$ cat src/rtl/route_cmd_cntrl_pkg.sv
// Shared types for the route command controller: command opcodes and FSM states.
package route_pkg;

  typedef enum logic [1:0] {
    OP_STOP   = 2'b00,
    OP_GO     = 2'b01,
    OP_APPEND = 2'b10,
    OP_RSVD   = 2'b11
  } opcode_t;

  typedef enum logic [1:0] {
    IDLE,
    MOVE,
    DWELL
  } state_t;

endpackage

$ cat src/rtl/route_cmd_cntrl_if.sv
// Handshake/status bundle between the command/ID sources, motion control and the route controller.
interface route_cmd_cntrl_if #(
    parameter int ID_W  = 6,
    parameter int DEPTH = 4
);
    logic [ID_W+1:0]         cmd;
    logic                    cmd_rdy;
    logic                    clr_cmd_rdy;
    logic [ID_W-1:0]         ID;
    logic                    ID_vld;
    logic                    clr_ID_vld;
    logic                    OK2Move;
    logic                    in_transit;
    logic                    go;
    logic                    arrived;
    logic                    cmd_err;
    logic [$clog2(DEPTH):0]  q_cnt;
    logic                    buzz;
    logic                    buzz_n;

    modport master (
        output cmd, cmd_rdy, ID, ID_vld, OK2Move,
        input  clr_cmd_rdy, clr_ID_vld, in_transit, go, arrived, cmd_err, q_cnt, buzz, buzz_n
    );

    modport slave (
        input  cmd, cmd_rdy, ID, ID_vld, OK2Move,
        output clr_cmd_rdy, clr_ID_vld, in_transit, go, arrived, cmd_err, q_cnt, buzz, buzz_n
    );
endinterface

$ cat src/rtl/route_cmd_cntrl_dest_fifo.sv
// Destination-ID queue: synchronous push/pop/flush; push+pop when full is legal (pop first).
module dest_fifo #(
    parameter int ID_W  = 6,
    parameter int DEPTH = 4
) (
    input  logic                   clk,
    input  logic                   rst_n,
    input  logic                   flush,
    input  logic                   push,
    input  logic                   pop,
    input  logic [ID_W-1:0]        din,
    output logic [ID_W-1:0]        head,
    output logic [$clog2(DEPTH):0] cnt,
    output logic                   full,
    output logic                   empty
);
    localparam int PTR_W = $clog2(DEPTH);

    logic [ID_W-1:0]  mem [DEPTH];
    logic [PTR_W-1:0] rd_ptr, wr_ptr, wr_addr;
    logic             do_pop, do_push;

    assign empty   = (cnt == '0);
    assign full    = (cnt == (PTR_W+1)'(DEPTH));
    assign do_pop  = pop & ~empty & ~flush;
    // A flush empties the queue first, so a simultaneous push always lands in slot 0.
    assign do_push = push & (flush | ~full | do_pop);
    assign wr_addr = flush ? '0 : wr_ptr;
    assign head    = mem[rd_ptr];

    // NOTE: storage has no reset; only pointers and count define validity, which keeps it RAM-inferable.
    always_ff @(posedge clk) begin
        if (do_push) mem[wr_addr] <= din;
    end

    // NOTE: sequential state uses non-blocking assignments so every register samples pre-edge values.
    always_ff @(posedge clk or negedge rst_n) begin
        if (!rst_n) begin
            rd_ptr <= '0;
            wr_ptr <= '0;
            cnt    <= '0;
        end else if (flush) begin
            rd_ptr <= '0;
            wr_ptr <= do_push ? PTR_W'(1) : '0;
            cnt    <= do_push ? (PTR_W+1)'(1) : '0;
        end else begin
            if (do_pop)  rd_ptr <= rd_ptr + PTR_W'(1);
            if (do_push) wr_ptr <= wr_ptr + PTR_W'(1);
            cnt <= cnt + (PTR_W+1)'(do_push) - (PTR_W+1)'(do_pop);
        end
    end
endmodule

$ cat src/rtl/route_cmd_cntrl.sv
// Route command/control FSM: destination queue, station dwell, obstacle buzzer.
// Optional obstacle abort timeout enabled by defining ABORT_TIMEOUT_EN.
module route_cmd_cntrl
    import route_pkg::*;
#(
    parameter int ID_W        = 6,
    parameter int DEPTH       = 4,
    parameter int DWELL_CYC   = 50000,
    parameter int BUZZ_PERIOD = 12500,
    parameter int OBST_TMO    = 2**20
) (
    input  logic          clk,
    input  logic          rst_n,
    route_cmd_cntrl_if.slave bus
);
    localparam int CNT_W = $clog2(DEPTH) + 1;
    localparam int DW_W  = $clog2(DWELL_CYC + 1);
    localparam int BZ_W  = $clog2(BUZZ_PERIOD);

    if (DEPTH < 2 || (DEPTH & (DEPTH - 1)) != 0 || DWELL_CYC < 1 ||
        BUZZ_PERIOD < 4 || (BUZZ_PERIOD % 2) != 0 || OBST_TMO < 1) begin : g_bad_param
        $error("route_cmd_cntrl: illegal parameter set");
    end

    state_t           state, state_nxt;
    opcode_t          op;
    logic [ID_W-1:0]  dest, head;
    logic [CNT_W-1:0] q_cnt;
    logic             full, empty;
    logic             fifo_flush, fifo_push, fifo_pop;
    logic             id_match, dwell_done, abort;
    logic             arrived_nxt, err_nxt;
    logic             in_transit_q, arrived_q, cmd_err_q;
    logic [DW_W-1:0]  dwell_cnt;
    logic [BZ_W-1:0]  buzz_cnt;
    logic             buzz_en;

    assign op   = opcode_t'(bus.cmd[ID_W+1:ID_W]);
    assign dest = bus.cmd[ID_W-1:0];

    assign id_match   = (state == MOVE) && bus.ID_vld && !empty && (bus.ID == head);
    assign dwell_done = (state == DWELL) && (dwell_cnt == DW_W'(DWELL_CYC - 1));

    dest_fifo #(.ID_W(ID_W), .DEPTH(DEPTH)) u_fifo (
        .clk   (clk),
        .rst_n (rst_n),
        .flush (fifo_flush),
        .push  (fifo_push),
        .pop   (fifo_pop),
        .din   (dest),
        .head  (head),
        .cnt   (q_cnt),
        .full  (full),
        .empty (empty)
    );

    // NOTE: every output of this block gets a default first, so no path can infer a latch.
    always_comb begin
        state_nxt   = state;
        fifo_flush  = 1'b0;
        fifo_push   = 1'b0;
        fifo_pop    = 1'b0;
        arrived_nxt = 1'b0;
        err_nxt     = 1'b0;
        if (bus.cmd_rdy && op == OP_STOP) begin
            fifo_flush = 1'b1;
            state_nxt  = IDLE;
        end else if (bus.cmd_rdy && op == OP_GO) begin
            fifo_flush = 1'b1;
            fifo_push  = 1'b1;
            state_nxt  = MOVE;
        end else if (abort) begin
            fifo_flush = 1'b1;
            err_nxt    = 1'b1;
            state_nxt  = IDLE;
        end else begin
            fifo_pop = id_match;
            if (bus.cmd_rdy && op == OP_APPEND) begin
                if (!full || id_match) fifo_push = 1'b1;
                else                   err_nxt   = 1'b1;
            end
            if (bus.cmd_rdy && op == OP_RSVD) err_nxt = 1'b1;
            // A same-cycle append keeps the queue non-empty, so it is a dwell, not an arrival.
            if (id_match) begin
                if (q_cnt == CNT_W'(1) && !fifo_push) begin
                    state_nxt   = IDLE;
                    arrived_nxt = 1'b1;
                end else begin
                    state_nxt = DWELL;
                end
            end else if (state == IDLE && fifo_push) begin
                state_nxt = MOVE;
            end else if (dwell_done) begin
                state_nxt = MOVE;
            end
        end
    end

    always_ff @(posedge clk or negedge rst_n) begin
        if (!rst_n) begin
            state        <= IDLE;
            in_transit_q <= 1'b0;
            arrived_q    <= 1'b0;
            cmd_err_q    <= 1'b0;
            dwell_cnt    <= '0;
        end else begin
            state        <= state_nxt;
            in_transit_q <= (state_nxt == MOVE);
            arrived_q    <= arrived_nxt;
            cmd_err_q    <= err_nxt;
            dwell_cnt    <= (state == DWELL && state_nxt == DWELL) ? dwell_cnt + DW_W'(1) : '0;
        end
    end

`ifdef ABORT_TIMEOUT_EN
    localparam int OT_W = $clog2(OBST_TMO + 1);
    logic [OT_W-1:0] obst_cnt;
    logic            obst_blocked;

    assign obst_blocked = (state == MOVE) && !bus.OK2Move;
    assign abort        = obst_blocked && (obst_cnt == OT_W'(OBST_TMO - 1));

    always_ff @(posedge clk or negedge rst_n) begin
        if (!rst_n)                      obst_cnt <= '0;
        else if (obst_blocked && !abort) obst_cnt <= obst_cnt + OT_W'(1);
        else                             obst_cnt <= '0;
    end
`else
    assign abort = 1'b0;
`endif

    // Buzzer square wave runs only while commanded to move but blocked.
    assign buzz_en = in_transit_q & ~bus.OK2Move;

    always_ff @(posedge clk or negedge rst_n) begin
        if (!rst_n)                                   buzz_cnt <= '0;
        else if (!buzz_en)                            buzz_cnt <= '0;
        else if (buzz_cnt == BZ_W'(BUZZ_PERIOD - 1))  buzz_cnt <= '0;
        else                                          buzz_cnt <= buzz_cnt + BZ_W'(1);
    end

    assign bus.buzz        = buzz_en && (buzz_cnt < BZ_W'(BUZZ_PERIOD / 2));
    assign bus.buzz_n      = ~bus.buzz;
    assign bus.clr_cmd_rdy = bus.cmd_rdy;
    assign bus.clr_ID_vld  = bus.ID_vld;
    assign bus.in_transit  = in_transit_q;
    assign bus.go          = in_transit_q & bus.OK2Move;
    assign bus.arrived     = arrived_q;
    assign bus.cmd_err     = cmd_err_q;
    assign bus.q_cnt       = q_cnt;
endmodule
$ cat src/flat_wrapper.sv
// flat-port wrapper written by rule: the top's interface ports become plain ports
module route_cmd_cntrl_flat import route_pkg::*;
#(
    parameter int ID_W        = 6,
    parameter int DEPTH       = 4,
    parameter int DWELL_CYC   = 50000,
    parameter int BUZZ_PERIOD = 12500,
    parameter int OBST_TMO    = 2**20
)
  (clk, rst_n, bus_cmd, bus_cmd_rdy, bus_ID, bus_ID_vld, bus_OK2Move, bus_clr_cmd_rdy, bus_clr_ID_vld, bus_in_transit, bus_go, bus_arrived, bus_cmd_err, bus_q_cnt, bus_buzz, bus_buzz_n);
  route_cmd_cntrl_if #(.ID_W(ID_W), .DEPTH(DEPTH)) bus_i ();
  input  logic clk;
  input  logic rst_n;
  input wire logic [$bits(bus_i.cmd)-1:0] bus_cmd;
  input wire logic [$bits(bus_i.cmd_rdy)-1:0] bus_cmd_rdy;
  input wire logic [$bits(bus_i.ID)-1:0] bus_ID;
  input wire logic [$bits(bus_i.ID_vld)-1:0] bus_ID_vld;
  input wire logic [$bits(bus_i.OK2Move)-1:0] bus_OK2Move;
  output wire logic [$bits(bus_i.clr_cmd_rdy)-1:0] bus_clr_cmd_rdy;
  output wire logic [$bits(bus_i.clr_ID_vld)-1:0] bus_clr_ID_vld;
  output wire logic [$bits(bus_i.in_transit)-1:0] bus_in_transit;
  output wire logic [$bits(bus_i.go)-1:0] bus_go;
  output wire logic [$bits(bus_i.arrived)-1:0] bus_arrived;
  output wire logic [$bits(bus_i.cmd_err)-1:0] bus_cmd_err;
  output wire logic [$bits(bus_i.q_cnt)-1:0] bus_q_cnt;
  output wire logic [$bits(bus_i.buzz)-1:0] bus_buzz;
  output wire logic [$bits(bus_i.buzz_n)-1:0] bus_buzz_n;
  assign bus_i.cmd = bus_cmd;
  assign bus_i.cmd_rdy = bus_cmd_rdy;
  assign bus_i.ID = bus_ID;
  assign bus_i.ID_vld = bus_ID_vld;
  assign bus_i.OK2Move = bus_OK2Move;
  assign bus_clr_cmd_rdy = bus_i.clr_cmd_rdy;
  assign bus_clr_ID_vld = bus_i.clr_ID_vld;
  assign bus_in_transit = bus_i.in_transit;
  assign bus_go = bus_i.go;
  assign bus_arrived = bus_i.arrived;
  assign bus_cmd_err = bus_i.cmd_err;
  assign bus_q_cnt = bus_i.q_cnt;
  assign bus_buzz = bus_i.buzz;
  assign bus_buzz_n = bus_i.buzz_n;
  route_cmd_cntrl #(.ID_W(ID_W), .DEPTH(DEPTH), .DWELL_CYC(DWELL_CYC), .BUZZ_PERIOD(BUZZ_PERIOD), .OBST_TMO(OBST_TMO)) u_core (.clk(clk), .rst_n(rst_n), .bus(bus_i));
endmodule
$ cat config.mk
export PLATFORM = sky130hd
export DESIGN_NAME = route_cmd_cntrl_flat
export DESIGN_NICKNAME = d
export VERILOG_FILES = /design/src/rtl/route_cmd_cntrl_pkg.sv /design/src/rtl/route_cmd_cntrl_if.sv /design/src/rtl/route_cmd_cntrl_dest_fifo.sv /design/src/rtl/route_cmd_cntrl.sv /design/src/flat_wrapper.sv
export SDC_FILE = /design/constraint.sdc
export NUM_CORES = 1
export LEC_CHECK = 0
export ABC_AREA = 1
export CAP_MARGIN = 20
export CORE_AREA = 2 2 98 76
export DETAILED_ROUTE_END_ITERATION = 7
export DIE_AREA = 0 0 100 78
export PLACE_DENSITY = 0.71
export RECOVER_POWER = 100
export SLEW_MARGIN = 10
export SYNTH_ARGS = -nofsm -noshare
export SYNTH_HDL_FRONTEND = slang
export SYNTH_SLANG_ARGS = --single-unit
$ cat constraint.sdc
create_clock -name clk -period 2.49 [get_ports clk]
set_input_delay 0.747 -clock clk [delete_from_list [all_inputs] [get_ports clk]]
set_output_delay 0.747 -clock clk [all_outputs]
set_load 0.03 [all_outputs]
==> results.json <==
{
  "ys_types": 32,
  "wl_per_cell_um": 13.4,
  "fin_nets": 463,
  "final_core_util_pct": 65.4,
  "power-per-cell-area_nw_per_um2": 676,
  "routed.top_layer": "met4",
  "die_x_um": 100,
  "ys_warn_count": 0,
  "cts_num_sinks": 66,
  "slowest_stage": "dfrtp_2",
  "htree_levels": 3,
  "preCtsSetupSlack_ns": -0.589,
  "drtIter0Drc": 135,
  "grt_overflow": 0,
  "portBuffers": 29,
  "synth_edf_count": 24,
  "cts_buffer_depth": 2,
  "synth-main-ff-cell": "dfrtp_1",
  "rsz0062_at_grt": "yes",
  "fmax_ghz": 0.390,
  "grt_max_degree": 43,
  "ys_ff_latch": 66,
  "timing.slew.headroom_pct": 30.8,
  "wirelength_mm": 7.06,
  "fin_crit_ns": 2.57,
  "r2r-start": "u_core.u_fifo.rd_ptr[0]$_DFFE_PN0P_",
  "power.total_w": 0.00299,
  "dp_hpwl_mm": 4.96,
  "coreArea_um2": 6770,
  "dr_wl_met2_mm": 3.26,
  "clkLatencyLatePin_ns": 0.34,
  "worst_pin_slew_ns": 1.04,
  "critPathLaunchType": "flip-flop",
  "holdCritStartpoint": "u_core.dwell_cnt[0]$_DFF_PN0_",
  "start_util_pct": 49.1,
  "slew_viol_final": 0,
  "num_rows": 26,
  "root_buffer": "clkbuf_8",
  "postSynthAreaPerCell_um2": 9.32,
  "leakagePower_nw": 1.91,
  "antenna_found_initial": 0,
  "via_per_inst": 5.02,
  "ys_top_cells_by_count": "nand2_1 (81), dfrtp_1 (42), inv_1 (41)",
  "cp-startpoint": "u_core.u_fifo.rd_ptr[0]$_DFFE_PN0P_",
  "synth.top_cell.area_share_pct": 31.6,
  "max_cap_viol_count": 0,
  "crit_type": "flip-flop to flip-flop",
  "drive_gt1_share_pct": 30.0,
  "top_level_ports": 30,
  "area.growth.synth_to_final_pct": 33.0,
  "wl_met3_um": 347,
  "worstSetupEndpointType": "flip-flop",
  "max-vdd-ir-drop_v": 0.000337,
  "hold_buffers": 0,
  "fillCellCount": 540,
  "required_ns": 2.76,
  "vias": 2652,
  "crit_top_cell": "nand2_4",
  "path_max_fanout": 6,
  "critPathMaxStageDelay_ns": 0.48,
  "grt_pass1_vias": 2592,
  "arrival_ns": 2.84,
  "synthCells": 357,
  "yosys.area.top_type": "dfrtp_1",
  "fin_crit_sh_pct": 103,
  "die-area_um2": 7800,
  "antenna_cells": 0,
  "setup_viol": 2,
  "drc": 0,
  "skew_ns": 0.00911,
  "regArea_um2": 1780,
  "wl_met1_mm": 3.30,
  "synth_fp_nets": 381,
  "outcome": "complete, but fails checks",
  "hold_viol_final": 0,
  "async_flop_share_pct": 63.6,
  "ant_nets": 0,
  "cts_made_buffers": 9,
  "hold_class": "flip-flop to flip-flop",
  "dr.pass1.iters": 5,
  "crit_chain": "buf_6, nand2_1, nand3_2, nand2_2, o21ai_2, nor2_2, nand3_4, nand2_4, nand2_4, nand2_4, inv_4, ha_4, inv_2, ha_4, inv_2, fa_2, nor2_1",
  "layout_setup_ws_ns": -0.0757,
  "grt_pass1_wl_mm": 11.7,
  "synth.most_common_cell": "nand2_1",
  "tritoncts": "built",
  "clk_pin_slew_worst_paths_ns": 0.08,
  "multi_input_area_um2": 1520,
  "violations": "setup timing",
  "die_h_um": 78,
  "synth_area_leaders": "dfrtp_1 (32%), edfxtp_1 (22%), nand2_1 (9.1%)",
  "grt_usage_pct": 19.4,
  "synth.yosys.seq_area_share_pct": 53.3,
  "place.gp.congestion": 0.867,
  "syn-cell-area_um2": 3330
}
-- registers in the layout, indices dropped and copies added, names as in the netlist --
register	cells
u_core.u_fifo.wr_ptr	2
u_core.bus.cmd_err	1
u_core.bus.in_transit	1
u_core.bus.arrived	1
u_core.state	2
u_core.u_fifo.mem	24
u_core.u_fifo.cnt	3
u_core.buzz_cnt	14
u_core.u_fifo.rd_ptr	2
u_core.dwell_cnt	16
-- critical path: cells and delay by family, from the launching register on --
kind            cells  cell delay [ns]
compound gates      1             0.08
fa+ha+maj           3             0.81
buf+inv             4             0.29
flops               1             0.48
simple gates        9             0.85
-- where the power goes --
group / internal [W] / switching [W] / leakage, nW
logic: 0.000315 / 0.000411 / 1.02
registers: 0.00120 / 0.0000525 / 0.787
clock network: 0.000572 / 0.000440 / 0.106
total: 0.00208 / 0.000904 / 1.91
-- cell families after synthesis --
logic type,after synthesis,synth area share (%)
compound gates,25,4.25
fa+ha+maj,5,2.11
simple gates,194,29.0
buf+inv,49,6.62
flops,66,53.3
xor+xnor,18,4.74
-- repair_timing --
action / in CTS / in global routing
gates cloned: 2 / 0
resized for setup: 29 / 31
buffers inserted: 3 / 4
setup endpoints to repair: 4 / 4
pin swaps: 19 / 18
-- placed cells by master, fill, tap and decap left out, types with 4 or more instances in the layout --
| master | n |
|---|---|
| o21ai_0 | 9 |
| nor3_1 | 7 |
| inv_2 | 6 |
| nand4_1 | 7 |
| nor2_1 | 38 |
| clkdlybuf4s50_1 | 9 |
| nand3_1 | 18 |
| xor2_1 | 15 |
| a21oi_1 | 12 |
| nor2_4 | 12 |
| buf_6 | 4 |
| dlygate4sd2_1 | 7 |
| dfrtp_1 | 39 |
| clkbuf_8 | 9 |
| buf_4 | 43 |
| nand2_2 | 9 |
| edfxtp_1 | 24 |
| nand3b_1 | 5 |
| nand2_4 | 8 |
| nand2_1 | 67 |
| dlygate4sd3_1 | 6 |
| nand3_2 | 8 |
| inv_1 | 35 |
| nand3_4 | 4 |
-- metrics by stage --
step | instances | cell area [um2] | TNS [ns] | hold WS (ns)
2_1_floorplan | 357 | 3370 | -0.0636 | 0.424
5_1_grt | 528 | 4420 | -0.571 | 0.487
4_1_cts | 524 | 4300 | -0.0469 | 0.372
3_5_place_dp | 503 | 4000 | -11.04 | 0.450
6_report | 528 | 4420 | -0.126 | 0.461
3_3_place_gp | 503 | 4000 | -8.44 | 0.443
-- cell type report --
| cell class | count | share of cell area [%] |
|---|---|---|
| clock buffers | 9 | 2.80 |
| repair inverters | 1 | 0.170 |
| inverters | 43 | 3.82 |
| well taps | 84 | 2.38 |
| repair buffers | 76 | 14.1 |
| clock inverters | 7 | 2.29 |
| flip-flops and latches | 66 | 40.1 |
| multi-input cells | 242 | 34.3 |
-- per-layer routing --
layer  vias up  GRT usage (%)
met5         -              0
met1      1243           25.9
met4         0           7.81
met3        21           5.50
met2        64           29.7
li1       1324              -
-- final timing paths --
path	endpoint	slack (ns)	cells past startpoint
max	u_core.u_fifo.cnt[1]$_DFF_PN0_	-0.08	17
min	u_core.dwell_cnt[0]$_DFF_PN0_	0.46	1
max reg2reg	u_core.u_fifo.cnt[1]$_DFF_PN0_	-0.08	17
min reg2reg	u_core.dwell_cnt[0]$_DFF_PN0_	0.46	1
max in group asynchronous	u_core.u_fifo.rd_ptr[0]$_DFFE_PN0P_	1.11	2
min in group asynchronous	u_core.dwell_cnt[14]$_DFF_PN0_	0.67	2
Power figures use the tool's default switching activity.
